$ cat src/rtl/led_frame_scheduler_if.sv
// led_frame_scheduler_if
// Groups the loader write port, the pixel-writer handshake and the frame
// status outputs of led_frame_scheduler.
//   master : the scheduler itself (drives px_*, frame_*, swap_ack, active_buf)
//   slave  : its environment (loader drives wr_*, pixel writer drives px_busy)
// Signals:
//   wr_en / wr_addr[3:0] / wr_data[7:0] : byte write into the back buffer
//   wr_commit                           : request a front/back swap
//   px_valid / px_value[7:0] / px_busy  : byte strobe to the pixel writer
//   frame_busy / frame_done             : frame in progress / frame finished
//   swap_ack / active_buf               : swap taken / current front bank
interface led_frame_scheduler_if;
  logic       wr_en;
  logic [3:0] wr_addr;
  logic [7:0] wr_data;
  logic       wr_commit;
  logic       px_valid;
  logic [7:0] px_value;
  logic       px_busy;
  logic       frame_busy;
  logic       frame_done;
  logic       swap_ack;
  logic       active_buf;

  modport master (
    input  wr_en, wr_addr, wr_data, wr_commit, px_busy,
    output px_valid, px_value, frame_busy, frame_done, swap_ack, active_buf
  );

  modport slave (
    output wr_en, wr_addr, wr_data, wr_commit, px_busy,
    input  px_valid, px_value, frame_busy, frame_done, swap_ack, active_buf
  );
endinterface

$ cat src/rtl/led_frame_scheduler.sv
// led_frame_scheduler
// Streams complete frames (header byte + 16 front-buffer bytes) to the LED
// pixel writer. Two 16-byte banks are used ping-pong: the loader writes the
// back bank, a commit swaps the banks and starts a frame at once; otherwise a
// frame is sent on every refresh-counter wrap that finds the scheduler idle.
// Ports:
//   CLK  : clock
//   RST  : synchronous active-high reset (control state only, banks retained)
//   bus  : led_frame_scheduler_if.master (write port, writer handshake, status)
module led_frame_scheduler #(
  parameter int         REFRESH_CYCLES = 12_000_000,
  parameter logic [7:0] CMD_BYTE       = 8'hF1,
  parameter int         ACCEPT_TIMEOUT = 3
) (
  input  logic                   CLK,
  input  logic                   RST,
  led_frame_scheduler_if.master  bus
);

  localparam int               CNT_W    = $clog2(REFRESH_CYCLES);
  localparam logic [CNT_W-1:0] CNT_LAST = CNT_W'(REFRESH_CYCLES - 1);
  localparam int               TO_W     = $clog2(ACCEPT_TIMEOUT + 1);
  localparam logic [TO_W-1:0]  TO_LAST  = TO_W'(ACCEPT_TIMEOUT - 1);

  typedef enum logic [2:0] {
    S_IDLE,
    S_HDR,
    S_WAIT_HI,
    S_WAIT_LO,
    S_DATA,
    S_DONE
  } state_t;

  state_t           state_q, state_d;
  logic [CNT_W-1:0] cnt_q, cnt_d;
  logic [TO_W-1:0]  to_q, to_d;
  logic [3:0]       byte_idx_q, byte_idx_d;
  logic             hdr_q, hdr_d;
  logic             swap_pending_q, swap_pending_d;
  logic             active_buf_q, active_buf_d;
  logic             px_valid_q, px_valid_d;
  logic [7:0]       px_value_q, px_value_d;
  logic             frame_busy_q, frame_busy_d;
  logic             frame_done_q, frame_done_d;
  logic             swap_ack_q, swap_ack_d;
  logic [3:0]       nxt_idx;
  logic             tick;

  // Bank 0 occupies entries 0..15, bank 1 entries 16..31.
  logic [7:0] mem_q [32];

  // Free-running refresh counter; tick marks the wrap cycle.
  assign tick  = (cnt_q == CNT_LAST);
  assign cnt_d = tick ? '0 : cnt_q + 1'b1;

  always_comb begin
    state_d        = state_q;
    to_d           = to_q;
    byte_idx_d     = byte_idx_q;
    hdr_d          = hdr_q;
    active_buf_d   = active_buf_q;
    swap_pending_d = swap_pending_q | bus.wr_commit;
    px_valid_d     = 1'b0;
    px_value_d     = px_value_q;
    frame_busy_d   = frame_busy_q;
    frame_done_d   = 1'b0;
    swap_ack_d     = 1'b0;
    nxt_idx        = byte_idx_q + 4'd1;

    case (state_q)
      S_IDLE: begin
        // A pending swap takes priority and also absorbs a coincident tick.
        if (swap_pending_q) begin
          active_buf_d   = ~active_buf_q;
          swap_ack_d     = 1'b1;
          swap_pending_d = bus.wr_commit;
          state_d        = S_HDR;
        end else if (tick) begin
          state_d = S_HDR;
        end
      end
      S_HDR: begin
        byte_idx_d = 4'd0;
        hdr_d      = 1'b1;
        if (!bus.px_busy) begin
          px_value_d   = CMD_BYTE;
          px_valid_d   = 1'b1;
          frame_busy_d = 1'b1;
          to_d         = '0;
          state_d      = S_WAIT_HI;
        end
      end
      S_WAIT_HI: begin
        // A writer that never shows busy still lets the byte through.
        if (bus.px_busy || (to_q == TO_LAST)) begin
          state_d = S_WAIT_LO;
        end else begin
          to_d = to_q + 1'b1;
        end
      end
      S_WAIT_LO: begin
        if (!bus.px_busy) begin
          if (hdr_q || (byte_idx_q != 4'd15)) begin
            state_d = S_DATA;
          end else begin
            state_d = S_DONE;
          end
        end
      end
      S_DATA: begin
        // First data byte after the header is index 0, later ones advance.
        if (hdr_q) begin
          nxt_idx = 4'd0;
        end
        byte_idx_d = nxt_idx;
        hdr_d      = 1'b0;
        px_value_d = mem_q[{active_buf_q, nxt_idx}];
        px_valid_d = 1'b1;
        to_d       = '0;
        state_d    = S_WAIT_HI;
      end
      S_DONE: begin
        frame_done_d = 1'b1;
        frame_busy_d = 1'b0;
        state_d      = S_IDLE;
      end
      default: state_d = S_IDLE;
    endcase
  end

  always_ff @(posedge CLK) begin
    if (RST) begin
      state_q        <= S_IDLE;
      cnt_q          <= '0;
      to_q           <= '0;
      byte_idx_q     <= 4'd0;
      hdr_q          <= 1'b0;
      swap_pending_q <= 1'b0;
      active_buf_q   <= 1'b0;
      px_valid_q     <= 1'b0;
      px_value_q     <= 8'h00;
      frame_busy_q   <= 1'b0;
      frame_done_q   <= 1'b0;
      swap_ack_q     <= 1'b0;
    end else begin
      state_q        <= state_d;
      cnt_q          <= cnt_d;
      to_q           <= to_d;
      byte_idx_q     <= byte_idx_d;
      hdr_q          <= hdr_d;
      swap_pending_q <= swap_pending_d;
      active_buf_q   <= active_buf_d;
      px_valid_q     <= px_valid_d;
      px_value_q     <= px_value_d;
      frame_busy_q   <= frame_busy_d;
      frame_done_q   <= frame_done_d;
      swap_ack_q     <= swap_ack_d;
    end
  end

  // Frame storage is data, not control: it is never reset. Writes always go
  // to the bank that is not currently being displayed.
  always_ff @(posedge CLK) begin
    if (bus.wr_en) begin
      mem_q[{~active_buf_q, bus.wr_addr}] <= bus.wr_data;
    end
  end

  assign bus.px_valid   = px_valid_q;
  assign bus.px_value   = px_value_q;
  assign bus.frame_busy = frame_busy_q;
  assign bus.frame_done = frame_done_q;
  assign bus.swap_ack   = swap_ack_q;
  assign bus.active_buf = active_buf_q;

endmodule

$ cat src/flat_wrapper.sv
// flat-port wrapper written by rule: the top's interface ports become plain ports
module led_frame_scheduler_flat 
#(
  parameter int         REFRESH_CYCLES = 12_000_000,
  parameter logic [7:0] CMD_BYTE       = 8'hF1,
  parameter int         ACCEPT_TIMEOUT = 3
)
  (CLK, RST, bus_wr_en, bus_wr_addr, bus_wr_data, bus_wr_commit, bus_px_busy, bus_px_valid, bus_px_value, bus_frame_busy, bus_frame_done, bus_swap_ack, bus_active_buf);
  led_frame_scheduler_if bus_i ();
  input  logic CLK;
  input  logic RST;
  input wire logic [$bits(bus_i.wr_en)-1:0] bus_wr_en;
  input wire logic [$bits(bus_i.wr_addr)-1:0] bus_wr_addr;
  input wire logic [$bits(bus_i.wr_data)-1:0] bus_wr_data;
  input wire logic [$bits(bus_i.wr_commit)-1:0] bus_wr_commit;
  input wire logic [$bits(bus_i.px_busy)-1:0] bus_px_busy;
  output wire logic [$bits(bus_i.px_valid)-1:0] bus_px_valid;
  output wire logic [$bits(bus_i.px_value)-1:0] bus_px_value;
  output wire logic [$bits(bus_i.frame_busy)-1:0] bus_frame_busy;
  output wire logic [$bits(bus_i.frame_done)-1:0] bus_frame_done;
  output wire logic [$bits(bus_i.swap_ack)-1:0] bus_swap_ack;
  output wire logic [$bits(bus_i.active_buf)-1:0] bus_active_buf;
  assign bus_i.wr_en = bus_wr_en;
  assign bus_i.wr_addr = bus_wr_addr;
  assign bus_i.wr_data = bus_wr_data;
  assign bus_i.wr_commit = bus_wr_commit;
  assign bus_i.px_busy = bus_px_busy;
  assign bus_px_valid = bus_i.px_valid;
  assign bus_px_value = bus_i.px_value;
  assign bus_frame_busy = bus_i.frame_busy;
  assign bus_frame_done = bus_i.frame_done;
  assign bus_swap_ack = bus_i.swap_ack;
  assign bus_active_buf = bus_i.active_buf;
  led_frame_scheduler #(.REFRESH_CYCLES(REFRESH_CYCLES), .CMD_BYTE(CMD_BYTE), .ACCEPT_TIMEOUT(ACCEPT_TIMEOUT)) u_core (.CLK(CLK), .RST(RST), .bus(bus_i));
endmodule
$ cat config.mk
export PLATFORM = sky130hd
export DESIGN_NAME = led_frame_scheduler_flat
export DESIGN_NICKNAME = d
export VERILOG_FILES = /design/src/rtl/led_frame_scheduler_if.sv /design/src/rtl/led_frame_scheduler.sv /design/src/flat_wrapper.sv
export SDC_FILE = /design/constraint.sdc
export NUM_CORES = 1
export LEC_CHECK = 0
export CORE_MARGIN = 5
export CORE_UTILIZATION = 45
export CTS_CLUSTER_DIAMETER = 80
export DETAILED_ROUTE_END_ITERATION = 8
export PLACE_DENSITY = 0.7
export SLEW_MARGIN = 10
export SYNTH_ARGS = -nofsm -noshare
export SYNTH_HDL_FRONTEND = slang
export SYNTH_SLANG_ARGS = --single-unit
$ cat constraint.sdc
create_clock -name CLK -period 2.3 [get_ports CLK]
set_clock_uncertainty 0.2 [all_clocks]
set_input_delay 0.345 -clock CLK [delete_from_list [all_inputs] [get_ports CLK]]
set_output_delay 0.345 -clock CLK [all_outputs]
set_load 0.05 [all_outputs]
==> run metrics <==
cts hold-fix bufs=0; Top delay family on crit path=multiplexers; final core utilization=56.8%; Pint=~9200 uW; P_leak=0.00529 uW; post-synthesis async set-or-reset flop share=0%; CP startpoint kind=flop; layout cells sized above 1=28.5%; RD Place Congestion=0.914; Worst Path Arrival=2.69 ns; switching part of the total power=a little under a quarter; clock buffer depth=3; DRT Pass-1 Iters=7; vias=8,087; Synth Net Count=about 900; final hold vios=0; maxcap violations=0; Die Width=~180 um; dpl hpwl=about 20 mm; Final Max Tran Viols=0; pwr dens=759 nW/um^2; number of CTS-inserted buffers=31; largest net degree at the start of global routing=33; first-pass GRT wire length=47.7 mm; switching power total=2760 uW; Die Y=177 um; synth warn=0; worst hold path type=in2reg; cells after synthesis=854; Worst-path clk slew=0.06 ns; Clk pwr share=between 30% and 40%; Req. time, crit path=2.56 ns; DRC Markers=0; maximum operating frequency=412 MHz; # port buffers=29; Slowest-stage cell, CP=mux4_2; commonest non-fill, non-tap cell in the layout=edfxtp_1; Vias/cell=5.68; antenna viol nets, final=0; vias in the first global route=7,932; unrepaired setup endpoints after global routing=yes; worst-skew pair later-pin latency=0.57 ns; Gate power share=9.2%; I/O pins=30; Crit Path Class=reg2reg; Period minus WS final=2.43 ns; element type at the critical path end=flop; count of final setup violators=8; Max stage delay on crit path=0.51 ns; crit share post-route=106%; commonest non-fill, non-tap cells in the layout=256 x edfxtp_1, 127 x buf_4, 87 x nor2_1; #FFs+latches synth=about 300; final WL=between 30 and 40 mm; Yosys cell types=62; Initial Util=45.3%; Buf/Inv on CP=1; crit path max fanout=5; maximum vdd drop=just under 0.5 mV; TritonCTS clock tree=yes; # nets final=1,042; syn avg cell area=14.6 um^2; status=complete, but fails checks; drt first-iter violations=1,156; CTS Root Buffer Type=clkbuf_16; area taken by multi-input logic gates=3930 um^2; worst path cell trace=ha_4 -> xnor2_4 -> nor2_4 -> buf_12 -> mux4_2 -> a22oi_2 -> nand4_1 -> a22o_1; Synth Cell Area=between 10,000 and 15,000 um^2; Filler cells=2,141; Seq pwr share=slightly above 50%; htree depth=1; clock sinks=304; ys flop type=edfxtp_1; Worst Tran Pin Value=0.537 ns; fin worst setup slack=-0.129 ns; placeable core area=27,600 um^2; Die Area=31,200 um^2; GR Overflow Total=0; Relative slew margins=63.9%; row count=61; diodes inserted=0; Post-synth EDFFs=256; register area share after synthesis=roughly 69%; Tot Pwr=11,900 uW; overall routing resource usage=19.9%; initial antenna violation count=0; Syn-to-layout area delta=25.5%; Sequential Area=approximately 8700 um^2; wire per inst=roughly 22 um; failing checks=negative setup slack
[worst paths after layout]
check                                    start                             endpoint  slack, ns  cells past startpoint
max          u_core.byte_idx_q[0]$_SDFFE_PP0N_  u_core.bus.px_value[3]$_SDFFE_PP0P_      -0.13                      8
min                              bus_wr_commit     u_core.swap_pending_q$_SDFF_PP0_       0.18                      3
max reg2reg  u_core.byte_idx_q[0]$_SDFFE_PP0N_  u_core.bus.px_value[3]$_SDFFE_PP0P_      -0.13                      8
min reg2reg         u_core.cnt_q[0]$_SDFF_PP0_           u_core.cnt_q[0]$_SDFF_PP0_       0.30                      1
[routing by layer]
metal  vias up  GRT usage, %  routed length [um]
li1       3610             -                   -
met1      3995          28.8               13600
met2       415          31.5               14800
met3        67          3.08                2550
met4         0          6.29                 899
met5         -             0                   0
[worst register-to-register path: cells and delay by family (launching register included)]
family	cells	cell delay (ns)
mux	1	0.52
compound gates	2	0.45
flops	1	0.36
simple gates	2	0.32
fa+ha+maj	1	0.19
buf+inv	1	0.15
xor+xnor	1	0.14
[synthesized netlist by cell type, drive strengths merged, types with 3 or more instances]
library cell    n  share of area, %
xor2           21               1.6
and3            4              0.20
a32oi           3              0.21
xnor2           7              0.55
buf            29               1.5
nor4           11              0.55
o21ai           4              0.16
or3             3              0.15
a2111oi         3              0.26
and2            4              0.20
nor3b           3              0.18
nand2          80               2.4
a22oi           6              0.36
or3b            3              0.21
or2             3              0.15
nor2b          23               1.2
mux2            7              0.66
a22o            7              0.49
a21oi          12              0.48
a311oi         17               1.2
nand2b          8              0.40
clkbuf         18              0.54
inv             7              0.21
a211oi         26               1.6
a21bo           3              0.24
nor3           10              0.40
nor2           93               2.9
a31oi           8              0.40
edfxtp        256                61
mux2i          20               1.6
ha              3              0.30
nand3          28               1.1
o21bai          4              0.24
a311o           3              0.24
nand3b          8              0.48
mux4           30               5.5
dfxtp          48               7.7
nand4          11              0.55
[final cells by class]
| type | count | share of cell area, % |
|---|---|---|
| clock buffer | 43 | 5.35 |
| timing repair buffer | 181 | 10.7 |
| multi-input combinational | 497 | 25.0 |
| inverter | 7 | 0.167 |
| sequential | 304 | 55.1 |
| tap | 378 | 3.01 |
| clock inverter | 13 | 0.637 |
[per-stage QoR]
step	hold WS (ns)	instances	TNS (ns)	setup slack, ns	area (um^2)
after detailed placement	0.254	1353	-2.30	-0.473	14300
after global placement	0.246	1353	-2.20	-0.467	14300
final	0.182	1423	-0.647	-0.129	15700
after floorplan	0.230	854	-0.965	-0.0581	12600
after global routing	0.198	1423	-0.974	-0.156	15700
after CTS	0.165	1420	-0.569	-0.132	15500
[sequential cells by signal, indices dropped and copies added (netlist names), 2 cells and up]
name	cells
u_core.mem_q	256
u_core.cnt_q	24
u_core.bus.px_value	8
u_core.byte_idx_q	4
u_core.state_q	3
u_core.to_q	2
[cells by family (layout without fill, tap and decap cells)]
kind of cell    count (synthesis)  after routing  synth area share, %
compound gates                109            109                 6.81
xor+xnor                       28             28                 2.17
fa+ha+maj                       3              3                0.300
buf+inv                        54            244                 2.28
flops                         304            304                 69.1
mux                            57             58                 7.78
simple gates                  299            299                 11.5
[repair_timing]
| item | in CTS | in global routing |
|---|---|---|
| cloned | 1 | 0 |
| resized for setup | 44 | 37 |
| pin swaps | 16 | 12 |
| buffers inserted | 10 | 3 |
| hold endpoints to repair | 0 | 0 |
| endpoints found under the setup margin | 15 | 10 |
[power by group through the flow]
stage	clock (uW)	sequential, uW	combinational, uW
2_1_floorplan	0	6240	496
3_3_place_gp	0	6210	990
3_5_place_dp	0	6220	1010
4_1_cts	4740	6100	1060
5_1_grt	5000	6110	1160
6_report	4710	6100	1090
(Power assumes the default switching activity.)
